### src/rtl/sync_filter.sv
// sync_filter: multi-bit level synchronizer with a per-bit debounce filter.
// Each bit passes through a SYNC_STAGES-deep flop chain. It then drives a
// mismatch counter, which lets dout follow only after L consecutive
// disagreeing samples.
// Optional feature macro: SYNC_FILTER_EDGE_EN builds the registered
// dout_rise/dout_fall/dout_chg pulses. Without it those outputs are tied to 0.
module sync_filter #(
    parameter int                    DATA_WIDTH  = 16,
    parameter int                    SYNC_STAGES = 2,
    parameter int                    FILT_CNT_W  = 4,
    parameter logic [DATA_WIDTH-1:0] INIT_VALUE  = {DATA_WIDTH{1'b0}}
) (
    input  logic                  clk,
    input  logic                  rstn,
    input  logic [DATA_WIDTH-1:0] din,
    input  logic                  filt_en,
    input  logic [FILT_CNT_W-1:0] filt_len,
    output logic [DATA_WIDTH-1:0] dout,
    output logic [DATA_WIDTH-1:0] dout_rise,
    output logic [DATA_WIDTH-1:0] dout_fall,
    output logic                  dout_chg
);

    if (SYNC_STAGES < 2) begin : g_bad_stages
        $error("sync_filter: SYNC_STAGES must be at least 2");
    end

    logic [DATA_WIDTH-1:0] sync_q [SYNC_STAGES];
    logic [DATA_WIDTH-1:0] sync_s;
    logic [DATA_WIDTH-1:0] dout_vec;
    logic [FILT_CNT_W-1:0] eff_len;

    // Plain flop chain with no logic between stages, so metastability can settle
    always_ff @(posedge clk) begin
        if (!rstn) begin
            for (int k = 0; k < SYNC_STAGES; k++) begin
                sync_q[k] <= INIT_VALUE;
            end
        end else begin
            sync_q[0] <= din;
            for (int k = 1; k < SYNC_STAGES; k++) begin
                sync_q[k] <= sync_q[k-1];
            end
        end
    end

    assign sync_s  = sync_q[SYNC_STAGES-1];
    assign eff_len = (filt_en && (filt_len != '0)) ? filt_len : FILT_CNT_W'(1);

`ifdef SYNC_FILTER_EDGE_EN
    logic [DATA_WIDTH-1:0] dout_nxt_vec;
`endif

    for (genvar i = 0; i < DATA_WIDTH; i++) begin : g_bit
        logic [FILT_CNT_W-1:0] cnt_q;
        logic [FILT_CNT_W-1:0] cnt_nxt;
        logic [FILT_CNT_W:0]   cnt_inc;
        logic                  dout_q;
        logic                  dout_nxt;

        assign cnt_inc = {1'b0, cnt_q} + {{FILT_CNT_W{1'b0}}, 1'b1};

        // Count consecutive mismatches; follow s once the run reaches the effective length
        always_comb begin
            cnt_nxt  = cnt_q;
            dout_nxt = dout_q;
            if (sync_s[i] == dout_q) begin
                cnt_nxt = '0;
            end else if (cnt_inc >= {1'b0, eff_len}) begin
                dout_nxt = sync_s[i];
                cnt_nxt  = '0;
            end else begin
                cnt_nxt = cnt_inc[FILT_CNT_W-1:0];
            end
        end

        // Per-bit filter state; reset discards any partial count
        always_ff @(posedge clk) begin
            if (!rstn) begin
                cnt_q  <= '0;
                dout_q <= INIT_VALUE[i];
            end else begin
                cnt_q  <= cnt_nxt;
                dout_q <= dout_nxt;
            end
        end

        assign dout_vec[i] = dout_q;
`ifdef SYNC_FILTER_EDGE_EN
        assign dout_nxt_vec[i] = dout_nxt;
`endif
    end

    assign dout = dout_vec;

`ifdef SYNC_FILTER_EDGE_EN
    logic [DATA_WIDTH-1:0] rise_q;
    logic [DATA_WIDTH-1:0] fall_q;
    logic                  chg_q;

    // Edge pulses register on the same edge dout changes; reset suppresses them
    always_ff @(posedge clk) begin
        if (!rstn) begin
            rise_q <= '0;
            fall_q <= '0;
            chg_q  <= 1'b0;
        end else begin
            rise_q <= dout_nxt_vec & ~dout_vec;
            fall_q <= ~dout_nxt_vec & dout_vec;
            chg_q  <= |(dout_nxt_vec ^ dout_vec);
        end
    end

    assign dout_rise = rise_q;
    assign dout_fall = fall_q;
    assign dout_chg  = chg_q;
`else
    assign dout_rise = '0;
    assign dout_fall = '0;
    assign dout_chg  = 1'b0;
`endif

endmodule

### config.mk
export PLATFORM = sky130hd
export DESIGN_NAME = sync_filter
export DESIGN_NICKNAME = d
export VERILOG_FILES = /design/src/rtl/sync_filter.sv
export SDC_FILE = /design/constraint.sdc
export NUM_CORES = 1
export LEC_CHECK = 0
export BUFFER_PORTS_ARGS = -buffer_cell sky130_fd_sc_hd__buf_2
export CORE_UTILIZATION = 58
export CTS_CLUSTER_SIZE = 28
export DETAILED_ROUTE_END_ITERATION = 12
export PLACE_DENSITY = 0.84
export SLEW_MARGIN = 20
export SYNTH_ARGS = -nofsm -noshare
export SYNTH_HDL_FRONTEND = slang
export SYNTH_SLANG_ARGS = --single-unit
### constraint.sdc
create_clock -name clk -period 3.6 [get_ports clk]
set_input_delay 0.18 -clock clk [delete_from_list [all_inputs] [get_ports clk]]
set_output_delay 0.18 -clock clk [all_outputs]
set_load 0.05 [all_outputs]
==> out/metrics.csv, run 1 <==
metric,value,unit
status,"complete, no violations",
1st-pass router iterations,4,
grt ovf,0,
setup TNS,0,ns
FF/Latch Area,0.002242,mm2
Die Span Y,102.5,um
fill cell count,775,
Max Clk Rate,523.1,MHz
post-synthesis compound-gate area fraction,9.227,%
number of global-route vias before repair,3826,
sequential-to-total area share from yosys stat,38.27,%
final-report setup violation count,0,
#FFs+latches synth,112,
average instance area after synthesis,9.862,um2
critical path class,reg -> reg,
Cell Pwr Density,378.4,mW/mm2
synth unique cells,32,
Fin Clk Skew,0.009382,ns
final setup margin,1.688,ns
initial DRC count,120,
clk root buf,clkbuf_8,
most frequent cells in the layout,"dfxtp_1, ha_1, and2_1, buf_2, nand2_1",
Setup WS pre-CTS,1.371,ns
mux share of post-synthesis cell area,0.8543,%
# DRC,0,
Total GRT Usage,20.26,%
period utilisation layout,53.10,%
CP startpoint,g_bit[2].cnt_q[0],
CP endpoint kind,flip-flop,
slew at the pin with the worst max-slew slack,0.8700,ns
Hold Path Origin,din[3],
Post-Syn Instances,594,
Critical Path Start Type,flip-flop,
htree depth,3,
R2R Path Start,g_bit[2].cnt_q[0],
min cycle time layout,1.912,ns
first-pass GRT wire length,16770,um
Placer Congestion,0.8476,
antenna fix cells,0,
maximum vdd drop,224.7,uV
Vias,4056,
RSZ-0062 raised after global routing,no,
Core Region,0.009774,mm2
layout cells sized above 1,11.02,%
Initial Util,59.93,%
"Max FO, Critical Path",5,
synth-to-layout area growth,5.340,%
"Net count, final",725,
Hold Crit Class,in -> reg,
DR WL/cell,13.40,um
Slew Limit Fails,0,
Crit path required time,3.88,ns
TritonCTS clock tree,built,
leakage,2.790,nW
Slew headroom,41.86,%
largest net degree at the start of global routing,39,
Clock Latency Late Sink,0.37,ns
CP arrival,2.19,ns
Synth Area in Adders,17.09,%
CTS buffer count,9,
DP HPWL,7280,um
initial antenna violation count,0,
largest family of logic cells by synthesized area,simple AND/OR/NAND/NOR gates,
xor-xnor portion of the synthesized cell area,7.176,%
I/O Pins,72,
post-synthesis simple-gate area fraction,19.78,%
die area,0.01051,mm2
max_cap viols,0,
DRT antenna net count,0,
Die X,102.5,um
Fin. Hold Viols,0,
total wire length,10170,um
# rows,36,
Clock Sinks,112,
Max Buffers Root-to-Sink,2,
Mapped Area,0.005858,mm2
post-layout util,63.13,%
clk slew on worst S/H paths,0.10,ns
area of the multi-input gates,0.003302,mm2
Yosys warning total,0,
number of vias per cell,5.344,
port bufs,38,
"commonest non-fill, non-tap cell in the layout",dfxtp_1,
power by group:
part / leakage [nW] / switching [mW] / internal [mW]
Sequential: 0.911 / 0.0197 / 1.27
Combinational: 1.78 / 0.205 / 0.0814
Clock: 0.0976 / 0.405 / 0.357
what timing repair did:
item,CTS,global route
hold buffers,0,2
resized for setup,0,0
hold endpoints to repair,0,2
endpoints found under the setup margin,0,0
buffers inserted,0,0
through the flow:
step / hold slack (ns) / cells / power (mW) / area, um2
2_1_floorplan: 0.3073 / 626 / 1.575 / 5978
3_3_place_gp: 0.3860 / 742 / 1.585 / 5946
6_report: 0.007254 / 759 / 2.335 / 6171
3_5_place_dp: 0.3896 / 742 / 1.599 / 5946
5_1_grt: 0.005325 / 759 / 2.434 / 6171
4_1_cts: 0.0008651 / 757 / 2.348 / 6151
Yosys cell counts:
cell type / number / share of area [%]
a211oi_2: 5 / 1.1
a21oi_1: 12 / 1.0
a31oi_1: 15 / 1.6
and2_1: 54 / 5.8
and3_1: 1 / 0.11
buf_2: 2 / 0.17
buf_4: 53 / 6.8
clkbuf_1: 3 / 0.19
conb_1: 1 / 0.064
dfxtp_1: 112 / 38
ha_1: 80 / 17
inv_1: 6 / 0.38
mux2i_1: 5 / 0.85
nand2_1: 36 / 2.3
nand2b_1: 5 / 0.53
nand3_1: 27 / 2.3
nor2_1: 10 / 0.64
nor2b_1: 32 / 3.4
nor3_1: 15 / 1.3
nor3b_2: 6 / 1.3
nor4_1: 7 / 0.75
nor4b_1: 5 / 0.75
o2111ai_1: 4 / 0.60
o2111ai_2: 1 / 0.26
o211ai_1: 11 / 1.4
o21ai_0: 8 / 0.68
o21ai_1: 12 / 1.0
o311ai_0: 1 / 0.15
o31ai_1: 11 / 1.4
or2_1: 6 / 0.64
xnor2_1: 16 / 2.4
xor2_1: 32 / 4.8
state kept, by name, summed over array words and instances (netlist names):
register      cells
g_bit.dout_q     16
g_bit.cnt_q      64
sync_q           32
worst paths after layout:
check	endpoint	slack [ns]	cells after the start
max	g_bit[2].cnt_q[2]	1.69	7
min reg2reg	sync_q[0][16]	0.44	1
max reg2reg	g_bit[2].cnt_q[2]	1.69	7
min	sync_q[0][3]	0.007	2
worst max-delay path, stage by stage (launching register included):
cell     delay [ns]
dfxtp_1        0.35
ha_1           0.23
xor2_1         0.18
ha_1           0.31
a21oi_1        0.08
nor2b_1        0.36
nor3_1         0.15
and2_1         0.18
per-layer routing:
metal	GRT usage (%)	wire length (um)
met5	0	0
met4	8.791	219
met3	3.593	312
met2	35.79	5033
met1	24.05	4604
area by class of cell:
class	count	area share, %
well taps	133	2.697
flip-flops and latches	112	36.33
clock inverters	4	0.8719
repair buffers	43	3.771
inverters	6	0.3650
multi-input cells	450	53.51
clock buffers	11	2.453
kinds of logic after synthesis:
logic type      after synthesis
simple gates                204
fa+ha+maj                    80
buf+inv                      64
flops                       112
mux                           5
other cells                   1
xor+xnor                     48
compound gates               80
Note: power is estimated with default switching activity, not from simulation.
==> run 2: changes to the inputs <==
Clock period 3.6 ns to 1.8 ns, I/O delays scaled along.
==> run 2 against run 1 <==
  * The flow now finishes with violations (negative setup slack)
  * Setup slack got worse by 1.7 ns
  * Total power rose by 120%
  * Via count grew 10%
  * Design area is 16% higher
  * Critical path depth is the same
  * Clock power grew 140%
==> out/metrics.csv, run 2 (synthesis gave the netlist of run 1 again) <==
metric,value,unit,change
1st-pass router iterations,5,,+1
TritonCTS clock tree,built,,
Crit path largest cell delay,0.38,ns,+0.02 ns
max_cap viols,0,,unchanged
critical path class,reg -> reg,,
status,"complete, but fails checks",,
clk slew on worst S/H paths,0.11,ns,about the same
Core Region,0.009774,mm2,unchanged
clk root buf,clkbuf_8,,
Crit path required time,2.06,ns,-1.82 ns
Die X,102.5,um,unchanged
# DRC,0,,unchanged
most frequent cells in the layout,"dfxtp_1, ha_1, and2_1, buf_2, nand2_1",,
Initial Util,59.93,%,unchanged
# rows,36,,unchanged
maximum vdd drop,657.1,uV,+190%
final setup margin,-0.04932,ns,-1.738 ns
CP bufs+invs,0,,unchanged
leakage,3.084,nW,+11%
Hold Crit Class,in -> reg,,
min cycle time layout,1.849,ns,-0.06235 ns
port bufs,38,,unchanged
grt ovf,0,,unchanged
initial antenna violation count,0,,unchanged
Total GRT Usage,22.58,%,+2.3 points
register with the most flip-flops,g_bit.cnt_q,,
DR WL/cell,17.98,um,+34%
area of the multi-input gates,0.003936,mm2,+19%
setup TNS,-0.1701,ns,-0.1701 ns
initial DRC count,180,,+50%
DP HPWL,7632,um,+4.8%
CP cell instances,ha_2 -> xor2_1 -> ha_1 -> a21oi_1 -> nor2b_2 -> o211ai_1 -> o31ai_1,,
layout cells sized above 1,30.37,%,+19 points
biggest regs,"g_bit.cnt_q x64, sync_q x32, g_bit.dout_q x16",,
Reg2Reg Depth,7,,unchanged
DRT antenna net count,0,,unchanged
Placer Congestion,0.8118,,-4.2%
period utilisation layout,102.7,%,+50 points
CP top delay family,compound AO/OA/AOI/OAI gates,,
die area,0.01051,mm2,unchanged
Fin Clk Skew,0.009984,ns,+0.0006020 ns
"Max FO, Critical Path",5,,unchanged
number of global-route vias before repair,4210,,+10%
number of vias per cell,5.684,,+6.4%
Max Clk Rate,540.7,MHz,+3.4%
fill cell count,610,,-21%
Critical Path Start Type,flip-flop,,
Setup WS pre-CTS,-0.06313,ns,-1.434 ns
Hold Path Stages,2,,unchanged
placed insts,754,,+1.6%
max reg flops,64,,unchanged
Fin. Hold Viols,0,,unchanged
Slew Limit Fails,0,,unchanged
Cell Pwr Density,720.1,mW/mm2,+90%
Final Power,5.162,mW,+120%
"commonest non-fill, non-tap cell in the layout",dfxtp_1,,
Clock Sinks,112,,unchanged
failing checks,negative setup slack,,
CTS buffer count,9,,unchanged
total wire length,14120,um,+39%
final-report setup violation count,7,,+7
critical path depth,7,,unchanged
FF/Latch Area,0.002286,mm2,+2.0%
synth-to-layout area growth,22.38,%,
CP endpoint kind,flip-flop,,
htree depth,3,,unchanged
I/O Pins,72,,unchanged
CP arrival,2.11,ns,-0.08 ns
Die Span Y,102.5,um,unchanged
Slowest cell on crit path,dfxtp_1,,
Vias,4462,,+10%
antenna fix cells,0,,unchanged
Max Buffers Root-to-Sink,2,,unchanged
Clock Latency Late Sink,0.38,ns,about the same
"Net count, final",751,,+3.6%
Finished Layout Cells,785,,+3.4%
first-pass GRT wire length,18570,um,+11%
largest net degree at the start of global routing,31,,-21%
run 2: cell count changes in the layout (fill, tap and decap cells not counted), sizes merged:
cell	previous run	this run
dlygate4sd3	2	16
buf	41	53
inv	6	7
bufinv	1	3
clkinvlp	2	0
clkbuf	11	10
run 2: where the power goes:
| group | switching [mW] | internal (mW) | total [mW] |
|---|---|---|---|
| sequential | 0.0423 | 2.53 | 2.57 |
| combinational | 0.497 | 0.264 | 0.761 |
| clock | 0.871 | 0.959 | 1.83 |
run 2: per-stage QoR:
| step | cell area (um2) | hold slack (ns) | utilization [%] |
|---|---|---|---|
| 2_1_floorplan | 5996 | 0.2173 | - |
| 3_3_place_gp | 6096 | 0.2954 | 62.37 |
| 3_5_place_dp | 6096 | 0.3002 | 62.37 |
| 4_1_cts | 6550 | 0.1033 | 67.01 |
| 5_1_grt | 7169 | 0.1213 | 73.35 |
| 6_report | 7169 | 0.1062 | 73.35 |
run 2: path summary, 6_finish.rpt:
kind | slack (ns) | from | end
min | 0.11 | rstn | sync_q[0][28]
min reg2reg | 0.44 | sync_q[0][3] | sync_q[0][19]
max | -0.05 | g_bit[12].cnt_q[1] | g_bit[12].dout_q
max reg2reg | -0.05 | g_bit[12].cnt_q[1] | g_bit[12].dout_q
run 2: final cells by class:
cell class / count / share of cell area (%)
multi-input combinational: 450 / 54.90
inverter: 6 / 0.3141
tap: 133 / 2.321
clock inverter: 5 / 1.449
sequential: 112 / 31.88
clock buffer: 10 / 1.920
timing repair buffer: 69 / 7.208
run 2: repair_timing:
item | CTS | global route
gates cloned | 0 | 0
hold buffers | 16 | 0
setup buffers | 0 | 1
resized for setup | 18 | 127
pin swaps | 2 | 34
hold endpoints to repair | 16 | 0
setup endpoints to repair | 34 | 74
run 2: metal layers:
layer | routed length (um) | global-route usage [%]
met1 | 5437 | 25.92
met2 | 7484 | 41.64
met3 | 641 | 3.186
met4 | 551 | 9.780
met5 | 0 | 0
==> run 3: changes to the inputs <==
Settings changed: CORE_UTILIZATION 58 to 60, CTS_BUF_LIST set to sky130_fd_sc_hd__clkbuf_4 sky130_fd_sc_hd__clkbuf_8, PLACE_DENSITY 0.84 to 0.86.
==> run 3 against run 2 <==
  * Wire length is 9.3% lower
  * Sequential cell count stayed put
  * Highest routed layer unchanged
  * Fmax is 0.31% higher
  * Global-route usage hardly changed
  * Clock-buffer cell count is 1 higher
  * Sequential share of layout area is 0.88 points higher
  * Worst hold slack better by 0.024 ns
  * The run still ends with negative setup slack left
  * Die area is 3.3% lower
  * Sequential power hardly changed
==> out/metrics.csv, run 3 (synthesis gave the netlist of run 1 again) <==
metric,value,unit,change
worst reg2reg setup slack,-0.04,ns,about the same
CP arrival,2.18,ns,+0.07 ns
Slowest cell on crit path,dfxtp_2,,
Fin. Hold Viols,0,,unchanged
DR WL/cell,16.37,um,-9.0%
post-layout util,74.22,%,+0.87 points
final-report setup violation count,8,,+1
Combinational Power Share,14.6,%,about the same
Hold Crit Class,in -> reg,,
Finished Layout Cells,782,,-0.38%
placed insts,749,,-0.66%
CTS buffer count,9,,unchanged
"Net count, final",751,,unchanged
grt ovf,0,,unchanged
number of vias per cell,5.650,,-0.61%
Core Region,0.009328,mm2,-4.6%
Clk network pwr share,32.9,%,-2.5 points
total wire length,12800,um,-9.3%
internal power,3.510,mW,-6.5%
FF/Latch Area,0.002268,mm2,-0.77%
1st-pass router iterations,4,,-1
Max Buffers Root-to-Sink,2,,unchanged
leakage,3.034,nW,-1.6%
most frequent cells in the layout,"dfxtp_1, ha_1, and2_1, buf_2, nand2_1",,
Critical Path Most Common Cell,ha_1,,
sequential share of power,52.4,%,+2.6 points
hold slack,0.1302,ns,+0.02407 ns
critical path class,reg -> reg,,
Placer Congestion,0.8061,,-0.70%
DP HPWL,7512,um,-1.6%
initial DRC count,161,,-11%
RSZ-0062 raised after global routing,yes,,
Cell Pwr Density,709.7,mW/mm2,-1.4%
CP top delay family,adder cells,,
Crit path required time,2.13,ns,+0.07 ns
Crit path largest cell delay,0.36,ns,-0.02 ns
Die Span Y,100.8,um,-1.6%
CP bufs+invs,0,,unchanged
clk root buf,clkbuf_8,,
synth-to-layout area growth,18.18,%,
status,"complete, but fails checks",,
# rows,35,,-2.8%
DRT antenna net count,0,,unchanged
largest net degree at the start of global routing,32,,+3.2%
antenna fix cells,0,,unchanged
Slew Limit Fails,0,,unchanged
area of the multi-input gates,0.003757,mm2,-4.5%
Total GRT Usage,22.58,%,about the same
I/O Pins,72,,unchanged
number of global-route vias before repair,4171,,-0.93%
die area,0.01016,mm2,-3.3%
max_cap viols,0,,unchanged
max reg flops,64,,unchanged
min cycle time layout,1.844,ns,-0.005763 ns
Sw Share,28.56,%,+1.2 points
layout cells sized above 1,27.26,%,-3.1 points
first-pass GRT wire length,18070,um,-2.7%
TritonCTS clock tree,built,,
port bufs,38,,unchanged
Vias,4418,,-0.99%
Clock Latency Late Sink,0.38,ns,about the same
clk slew on worst S/H paths,0.11,ns,about the same
Die X,100.8,um,-1.6%
htree depth,3,,unchanged
initial antenna violation count,0,,unchanged
final setup margin,-0.04356,ns,+0.005763 ns
Fin Clk Skew,0.01107,ns,+0.001089 ns
sw power,1.403,mW,-0.50%
Critical Path Start Type,flip-flop,,
failing checks,negative setup slack,,
Initial Util,62.80,%,+2.9 points
"Max FO, Critical Path",5,,unchanged
"commonest non-fill, non-tap cell in the layout",dfxtp_1,,
Clock Sinks,112,,unchanged
# DRC,0,,unchanged
CP cell instances,ha_1 -> xor2_1 -> ha_1 -> a21oi_1 -> nor2b_2 -> nor3_1 -> and2_1,,
Max Clk Rate,542.4,MHz,+0.31%
biggest regs,"g_bit.cnt_q x64, sync_q x32, g_bit.dout_q x16",,
register with the most flip-flops,g_bit.cnt_q,,
period utilisation layout,102.4,%,-0.32 points
fill cell count,582,,-4.6%
CP endpoint kind,flip-flop,,
maximum vdd drop,400.9,uV,-39%
run 3: area by class of cell:
type / instances / share of cell area (%)
multi-input cells: 450 / 54.27
flip-flops and latches: 112 / 32.77
repair buffers: 69 / 7.229
well taps: 129 / 2.331
clock buffers: 11 / 2.187
clock inverters: 5 / 0.8856
inverters: 6 / 0.3253
run 3: power by group through the flow:
stage	clock network, mW	logic (mW)	registers [mW]
6_report	1.62	0.720	2.58
5_1_grt	1.73	0.773	2.58
4_1_cts	1.62	0.634	2.57
3_5_place_dp	0	0.593	2.63
3_3_place_gp	0	0.570	2.63
2_1_floorplan	0	0.532	2.62
run 3: worst paths after layout:
kind | start | to | depth (start not counted)
setup / recovery | g_bit[9].cnt_q[0] | g_bit[9].cnt_q[2] | 7
hold / removal | rstn | g_bit[14].dout_q | 3
setup reg to reg | g_bit[9].cnt_q[0] | g_bit[9].cnt_q[2] | 7
hold reg to reg | sync_q[0][12] | sync_q[0][28] | 1
run 3: timing repair:
action / 4_1_cts / 5_1_grt
buffers inserted: 0 / 1
endpoints found under the setup margin: 20 / 74
pin swaps: 0 / 21
gates resized for setup: 14 / 97
hold buffers: 16 / 0
cloned: 0 / 0
hold endpoints to repair: 16 / 0
run 3: worst reg2reg max path, delay by kind of cell, from the launching register on:
kind	cells	cell delay [ns]
DFF	1	0.36
and+or+nand+nor	3	0.44
AOI/OAI and AO/OA	1	0.24
adders and majority gates	2	0.57
xor gates and xnor gates	1	0.19
run 3: metrics by stage:
| step | power, mW | TNS, ns | cell area (um2) | setup WS, ns |
|---|---|---|---|---|
| CTS | 4.825 | 0 | 6489 | 0.0004245 |
| detailed placement | 3.225 | -0.3642 | 6071 | -0.04693 |
| finish | 4.913 | -0.1726 | 6923 | -0.04356 |
| global route | 5.086 | -1.950 | 6923 | -0.1376 |
| global placement | 3.198 | 0 | 6071 | 0.02329 |
| floorplan | 3.152 | 0 | 5996 | 0.09115 |
run 3: per-layer routing:
metal | global-route usage, % | up-vias | share of wire, %
met5 | 0 | - | 0
met2 | 42.31 | 134 | 53
met3 | 2.774 | 44 | 3.2
met1 | 25.27 | 2138 | 40
met4 | 10.70 | 0 | 3.5
li1 | - | 2102 | -
